`src/rtl/fetch_pkg.sv`:
```
// rtl/fetch_pkg.sv - shared constants and state encoding for the fetch controller
// Purpose: widths, instruction size, the NOP returned by an empty buffer and the
//          fetch FSM state type.
// Ports:   none (package).
package fetch_pkg;

    localparam int          XLEN       = 32;
    localparam int          INST_BYTES = 4;
    localparam logic [31:0] NOP_INST   = 32'h0000_0013;

    typedef enum logic [1:0] {
        IDLE,
        REQ,
        WAIT,
        DROP
    } state_t;

endpackage

```
`src/rtl/fetch_if.sv`:
```
// rtl/fetch_if.sv - imem request/response and decode handoff bundle
// Purpose: groups the instruction-memory handshake and the decode handoff.
// Ports:   master = fetch controller side, slave = memory/decode side.
//          imem_req_valid/ready/addr, imem_rsp_valid/data, inst_valid/ready/word/pc.
interface fetch_if #(
    parameter int XLEN = fetch_pkg::XLEN
);

    logic            imem_req_valid;
    logic            imem_req_ready;
    logic [XLEN-1:0] imem_req_addr;
    logic            imem_rsp_valid;
    logic [31:0]     imem_rsp_data;
    logic            inst_valid;
    logic            inst_ready;
    logic [31:0]     inst_word;
    logic [XLEN-1:0] inst_pc;

    modport master (
        output imem_req_valid, imem_req_addr,
        input  imem_req_ready, imem_rsp_valid, imem_rsp_data,
        output inst_valid, inst_word, inst_pc,
        input  inst_ready
    );

    modport slave (
        input  imem_req_valid, imem_req_addr,
        output imem_req_ready, imem_rsp_valid, imem_rsp_data,
        input  inst_valid, inst_word, inst_pc,
        output inst_ready
    );

endinterface

```
`src/rtl/fetch_buffer.sv`:
```
// rtl/fetch_buffer.sv - small FIFO of fetched {pc, word} pairs
// Purpose: holds returned instructions until decode takes them; head is read
//          combinationally. flush empties it in one cycle.
// Ports:   clk, reset (async active-low), flush, push/push_pc/push_word,
//          pop, head_pc/head_word (0 / NOP when empty), count, empty, full.
module fetch_buffer #(
    parameter int XLEN  = 32,
    parameter int DEPTH = 2,
    localparam int AW   = $clog2(DEPTH),
    localparam int CW   = AW + 1
) (
    input  logic            clk,
    input  logic            reset,
    input  logic            flush,
    input  logic            push,
    input  logic [XLEN-1:0] push_pc,
    input  logic [31:0]     push_word,
    input  logic            pop,
    output logic [XLEN-1:0] head_pc,
    output logic [31:0]     head_word,
    output logic [CW-1:0]   count,
    output logic            empty,
    output logic            full
);
    import fetch_pkg::*;

    logic [XLEN-1:0] pc_mem   [DEPTH];
    logic [31:0]     word_mem [DEPTH];
    logic [AW-1:0]   rd_ptr;
    logic [AW-1:0]   wr_ptr;
    logic            pop_ok;
    logic            push_ok;

    assign empty   = (count == '0);
    assign full    = (count == CW'(DEPTH));
    // A push into a full buffer is only legal when the head leaves the same cycle.
    assign pop_ok  = pop && !empty;
    assign push_ok = push && (!full || pop_ok);

    always_ff @(posedge clk or negedge reset) begin
        if (!reset) begin
            rd_ptr <= '0;
            wr_ptr <= '0;
            count  <= '0;
        end else if (flush) begin
            rd_ptr <= '0;
            wr_ptr <= '0;
            count  <= '0;
        end else begin
            if (push_ok) wr_ptr <= wr_ptr + 1'b1;
            if (pop_ok)  rd_ptr <= rd_ptr + 1'b1;
            count <= count + CW'(push_ok) - CW'(pop_ok);
        end
    end

    always_ff @(posedge clk) begin
        if (push_ok && !flush) begin
            pc_mem[wr_ptr]   <= push_pc;
            word_mem[wr_ptr] <= push_word;
        end
    end

    assign head_pc   = empty ? '0       : pc_mem[rd_ptr];
    assign head_word = empty ? NOP_INST : word_mem[rd_ptr];

endmodule

```
`src/rtl/fetch_controller.sv`:
```
// rtl/fetch_controller.sv - PC owner and single-outstanding imem fetch sequencer
// Purpose: issues one imem request at a time, buffers returned words with their
//          PC for decode, and handles stall, backpressure and redirects
//          (squashing a response already in flight).
// Ports:   clk, reset (async active-low), stall, redirect_valid, redirect_pc,
//          bus (fetch_if.master: imem request/response, decode handoff).
module fetch_controller #(
    parameter int              XLEN      = fetch_pkg::XLEN,
    parameter logic [XLEN-1:0] RESET_PC  = '0,
    parameter int              BUF_DEPTH = 2
) (
    input  logic            clk,
    input  logic            reset,
    input  logic            stall,
    input  logic            redirect_valid,
    input  logic [XLEN-1:0] redirect_pc,
    fetch_if.master         bus
);
    import fetch_pkg::*;

    localparam int            CW      = $clog2(BUF_DEPTH) + 1;
    localparam logic [CW:0]   DEPTH_V = (CW+1)'(BUF_DEPTH);
    localparam logic [XLEN-1:0] ALIGN = XLEN'(INST_BYTES - 1);

    state_t          state_q;
    state_t          state_d;
    logic [XLEN-1:0] pc_q;
    logic [XLEN-1:0] pc_d;
    logic [XLEN-1:0] req_pc_q;
    logic            req_fire;
    logic            push;
    logic            pop;
    logic            still_outstanding;
    logic [CW:0]     fill_after;
    logic [CW-1:0]   buf_count;
    logic            buf_empty;
    logic            buf_full;

    assign bus.imem_req_valid = (state_q == REQ);
    assign bus.imem_req_addr  = pc_q;
    assign bus.inst_valid     = !buf_empty;

    assign req_fire = (state_q == REQ) && bus.imem_req_ready;
    assign push     = (state_q == WAIT) && bus.imem_rsp_valid && !redirect_valid;
    assign pop      = !buf_empty && bus.inst_ready;
    // A response is still owed after this edge if one was just accepted or the
    // awaited one has not arrived yet; a redirect must then squash it via DROP.
    assign still_outstanding = req_fire ||
        (((state_q == WAIT) || (state_q == DROP)) && !bus.imem_rsp_valid);

    always_comb begin
        state_d    = state_q;
        pc_d       = pc_q;
        fill_after = (CW+1)'(buf_count) + (CW+1)'(push) - (CW+1)'(pop);
        case (state_q)
            IDLE: if (!stall && !buf_full) state_d = REQ;
            REQ: begin
                if (req_fire) begin
                    pc_d    = pc_q + XLEN'(INST_BYTES);
                    state_d = WAIT;
                end
            end
            WAIT: begin
                if (bus.imem_rsp_valid)
                    state_d = (!stall && (fill_after < DEPTH_V)) ? REQ : IDLE;
            end
            DROP: if (bus.imem_rsp_valid) state_d = stall ? IDLE : REQ;
            default: state_d = IDLE;
        endcase
        if (redirect_valid) begin
            pc_d = redirect_pc & ~ALIGN;
            if (still_outstanding) state_d = DROP;
            else if (stall)        state_d = IDLE;
            else                   state_d = REQ;
        end
    end

    always_ff @(posedge clk or negedge reset) begin
        if (!reset) begin
            state_q  <= IDLE;
            pc_q     <= RESET_PC;
            req_pc_q <= RESET_PC;
        end else begin
            state_q <= state_d;
            pc_q    <= pc_d;
            if (req_fire) req_pc_q <= pc_q;
        end
    end

    fetch_buffer #(
        .XLEN  (XLEN),
        .DEPTH (BUF_DEPTH)
    ) u_buffer (
        .clk       (clk),
        .reset     (reset),
        .flush     (redirect_valid),
        .push      (push),
        .push_pc   (req_pc_q),
        .push_word (bus.imem_rsp_data),
        .pop       (pop),
        .head_pc   (bus.inst_pc),
        .head_word (bus.inst_word),
        .count     (buf_count),
        .empty     (buf_empty),
        .full      (buf_full)
    );

endmodule

```
`src/flat_wrapper.sv`:
```
// flat-port wrapper written by rule: the top's interface ports become plain ports
module fetch_controller_flat import fetch_pkg::*;
#(
    parameter int              XLEN      = fetch_pkg::XLEN,
    parameter logic [XLEN-1:0] RESET_PC  = '0,
    parameter int              BUF_DEPTH = 2
)
  (clk, reset, stall, redirect_valid, redirect_pc, bus_imem_req_valid, bus_imem_req_addr, bus_imem_req_ready, bus_imem_rsp_valid, bus_imem_rsp_data, bus_inst_valid, bus_inst_word, bus_inst_pc, bus_inst_ready);
  fetch_if #(.XLEN(XLEN)) bus_i ();
  input  logic clk;
  input  logic reset;
  input  logic stall;
  input  logic redirect_valid;
  input  logic [XLEN-1:0] redirect_pc;
  output wire logic [$bits(bus_i.imem_req_valid)-1:0] bus_imem_req_valid;
  output wire logic [$bits(bus_i.imem_req_addr)-1:0] bus_imem_req_addr;
  input wire logic [$bits(bus_i.imem_req_ready)-1:0] bus_imem_req_ready;
  input wire logic [$bits(bus_i.imem_rsp_valid)-1:0] bus_imem_rsp_valid;
  input wire logic [$bits(bus_i.imem_rsp_data)-1:0] bus_imem_rsp_data;
  output wire logic [$bits(bus_i.inst_valid)-1:0] bus_inst_valid;
  output wire logic [$bits(bus_i.inst_word)-1:0] bus_inst_word;
  output wire logic [$bits(bus_i.inst_pc)-1:0] bus_inst_pc;
  input wire logic [$bits(bus_i.inst_ready)-1:0] bus_inst_ready;
  assign bus_imem_req_valid = bus_i.imem_req_valid;
  assign bus_imem_req_addr = bus_i.imem_req_addr;
  assign bus_i.imem_req_ready = bus_imem_req_ready;
  assign bus_i.imem_rsp_valid = bus_imem_rsp_valid;
  assign bus_i.imem_rsp_data = bus_imem_rsp_data;
  assign bus_inst_valid = bus_i.inst_valid;
  assign bus_inst_word = bus_i.inst_word;
  assign bus_inst_pc = bus_i.inst_pc;
  assign bus_i.inst_ready = bus_inst_ready;
  fetch_controller #(.XLEN(XLEN), .RESET_PC(RESET_PC), .BUF_DEPTH(BUF_DEPTH)) u_core (.clk(clk), .reset(reset), .stall(stall), .redirect_valid(redirect_valid), .redirect_pc(redirect_pc), .bus(bus_i));
endmodule
```
`config.mk`:
```
export PLATFORM = sky130hd
export DESIGN_NAME = fetch_controller_flat
export DESIGN_NICKNAME = d
export VERILOG_FILES = /design/src/rtl/fetch_pkg.sv /design/src/rtl/fetch_if.sv /design/src/rtl/fetch_buffer.sv /design/src/rtl/fetch_controller.sv /design/src/flat_wrapper.sv
export SDC_FILE = /design/constraint.sdc
export NUM_CORES = 1
export LEC_CHECK = 0
export ABC_AREA = 1
export BUFFER_PORTS_ARGS = -buffer_cell sky130_fd_sc_hd__buf_2
export CAP_MARGIN = 30
export CORE_MARGIN = 3
export CORE_UTILIZATION = 35
export CTS_BUF_LIST = sky130_fd_sc_hd__clkbuf_16
export DETAILED_ROUTE_END_ITERATION = 10
export GPL_TIMING_DRIVEN = 0
export MAX_ROUTING_LAYER = met4
export SETUP_SLACK_MARGIN = 0.3
export SYNTH_ARGS = -nofsm -noshare
export SYNTH_HDL_FRONTEND = slang
export SYNTH_SLANG_ARGS = --single-unit
```
`constraint.sdc`:
```
create_clock -name clk -period 12.2 [get_ports clk]
set_input_delay 2.44 -clock clk [delete_from_list [all_inputs] [get_ports clk]]
set_output_delay 2.44 -clock clk [all_outputs]
set_load 0.02 [all_outputs]
```
==> impl_metrics.json <==
{
  "relSlewSlack": 0.4266,
  "initial_utilization": 0.3625,
  "numCtsBuffers": 17,
  "clkTransAtPathRegs_ns": 0.07,
  "power.total_mw": 2.178,
  "final_area_um2": 10210,
  "peakVddDrop_uv": 90.79,
  "die_w_um": 160.3,
  "design.portCount": 169,
  "grtUsageTotal": 0.1674,
  "startpoint_type": "register",
  "syn_to_final_growth_pct": 22.51,
  "wl_per_cell_um": 15.28,
  "post_cts_resized": 0,
  "critPathCaptureType": "output port",
  "root_buffer": "clkbuf_16",
  "drt_pass1_iterations": 4,
  "clockBufferDepth": 2,
  "num_antenna_cells": 0,
  "power_leakage_nw": 4.461,
  "postPlaceCellArea_um2": 9659,
  "power_density_nw_per_um2": 213.3,
  "rrSetupSlack_ns": 9.46,
  "cts_tree": "done",
  "nNetsFinal": 1115,
  "hpwl_um": 15400,
  "stdcell_count": 1366,
  "cp.arrival_ns": 2.31,
  "fmax_ghz": 0.2106,
  "cts_sinks": 190,
  "fin_skew_ns": 0.008522,
  "place_inst": 1334,
  "crit_type": "register to output port",
  "fin_crit_sh": 0.3891,
  "grt_setup_unrepaired": "no",
  "hold_path.class": "register to register",
  "grt_max_degree": 67,
  "status": "finished clean",
  "avgSynthCellArea_um2": 9.781,
  "ys_types": 32,
  "drv_cap": 0,
  "ys_ff_latch": 190,
  "grt_pass1_vias": 6063,
  "finalSetupTns_ns": 0,
  "rows": 55,
  "routed_wl_um": 20870,
  "fp.dieArea_um2": 25700,
  "via_per_inst": 4.635,
  "seqCellArea_um2": 5375,
  "core_um2": 22980,
  "drc": 0,
  "slew_violations": 0,
  "syn_inst": 852,
  "postRouteAntennaNets": 0,
  "post-cts-setup-buffer-count": 0,
  "die_h_um": 160.3,
  "fillCellCount": 2280,
  "fin_crit_ns": 4.747,
  "cts_hold_buf": 0,
  "drt_iter0_markers": 377,
  "whs_ns": 0.4727,
  "clk_latency_ns": 0.43,
  "syn-cell-area_um2": 8333,
  "vias": 6331,
  "yosys_warnings": 0,
  "multi_input_area_um2": 2537,
  "h-tree-depth": 4,
  "finalHoldViolCount": 0,
  "grt_pass1_wl_um": 32710,
  "place_congestion": 0.8895,
  "drive_gt1_frac": 0.2241,
  "worst_pin_slew_ns": 0.8601,
  "crit_required_ns": 9.76,
  "setup_violations": 0,
  "synth-seq-area-share": 0.6450,
  "port_buffers": 162,
  "grt_overflow": 0,
  "antenna_found_initial": 0,
  "critPathMaxFanout": 10
}
[synthesized netlist by cell type (all sizes together)]
master	instances	share of area
inv	68	0.031
o211ai	3	0.0027
conb	1	0.00045
a21oi	64	0.038
nor2	52	0.031
ha	3	0.0045
nand3b	1	0.00090
o221ai	1	0.0011
xor2	4	0.0042
nand3	52	0.031
fa	1	0.0024
xnor2	3	0.0032
clkbuf	17	0.0077
nand4	2	0.0015
dfrtp	66	0.20
nand2	305	0.14
nor3	1	0.00060
o21bai	2	0.0018
o21ai	59	0.035
and2	2	0.0015
a21o	1	0.00090
buf	20	0.015
edfxtp	124	0.45
[final timing paths]
| path | start | end | cells past startpoint |
|---|---|---|---|
| setup / recovery | u_core.u_buffer.count[1]$_DFF_PN0_ | bus_inst_pc[19] | 4 |
| hold / removal | u_core.req_pc_q[20]$_DFFE_PN0P_ | u_core.u_buffer.pc_mem[0][20]$_DFFE_PP_ | 0 |
| setup reg to reg | u_core.u_buffer.count[1]$_DFF_PN0_ | u_core.state_q[0]$_DFFE_PN0P_ | 12 |
| hold reg to reg | u_core.req_pc_q[20]$_DFFE_PN0P_ | u_core.u_buffer.pc_mem[0][20]$_DFFE_PP_ | 0 |
| max in group asynchronous | reset | u_core.bus.imem_req_addr[16]$_DFFE_PN0P_ | 1 |
| min in group asynchronous | reset | u_core.bus.imem_req_addr[8]$_DFFE_PN0P_ | 1 |
[state kept, by name (all words and copies together), names as in the netlist]
name and flops:
u_core.u_buffer.rd_ptr 1, u_core.u_buffer.pc_mem 60, u_core.u_buffer.word_mem 64, u_core.u_buffer.count 2
u_core.bus.imem_req_addr 30, u_core.u_buffer.wr_ptr 1, u_core.req_pc_q 30, u_core.state_q 2
[per-stage QoR]
step	utilization	setup slack, ns
detailed placement	0.4203	7.779
global placement	0.4154	4.430
floorplan	-	6.273
finish	0.4441	7.453
global route	0.4441	7.328
CTS	0.4441	7.368
[area by class of cell]
type | count | area share
buffer | 37 | 0.01875
clock buffer | 17 | 0.04167
clock inverter | 15 | 0.01213
inverter | 68 | 0.02500
multi-input combinational | 560 | 0.2486
sequential | 190 | 0.5265
tap | 313 | 0.03836
timing repair buffer | 166 | 0.08898
[where the power goes]
part           internal (mW)  switching [mW]  leakage [nW]
Sequential             0.803          0.0822          1.94
Combinational          0.225           0.547          2.24
Clock                  0.281           0.240         0.273
Total                   1.31           0.869          4.46
[critical path, stage by stage, from the launching register on]
cell      delay [ns]
dfrtp_1         0.43
nor2_1          0.62
clkbuf_1        0.47
a21oi_1         0.16
buf_2           0.20
[cell families after synthesis]
group                      count (synthesis)  share of synthesized area
xor gates and xnor gates                   7                   0.007358
other                                      1                  0.0004500
DFF                                      190                     0.6450
buffers and inverters                    105                    0.05360
AOI/OAI and AO/OA                        130                    0.08033
and+or+nand+nor                          415                     0.2063
adders and majority gates                  4                   0.006907
[layer usage]
| layer | vias to the layer above | GRT usage | wire (um) |
|---|---|---|---|
| met1 | 2952 | 0.2197 | 9809 |
| met3 | 27 | 0.02399 | 786 |
| li1 | 3194 | - | - |
| met2 | 158 | 0.2705 | 9831 |
| met5 | - | - | 0 |
| met4 | 0 | 0.05365 | 443 |
[cell usage in the layout (no fill, tap or decap), types with 17 or more instances in the layout]
master / instances
o21ai_0: 57
nand2_1: 300
nor2_1: 40
inv_1: 65
buf_2: 173
dfrtp_1: 66
edfxtp_1: 124
nand3_1: 52
a21oi_1: 64
clkbuf_1: 17
clkbuf_16: 17
(Power assumes the default switching activity.)
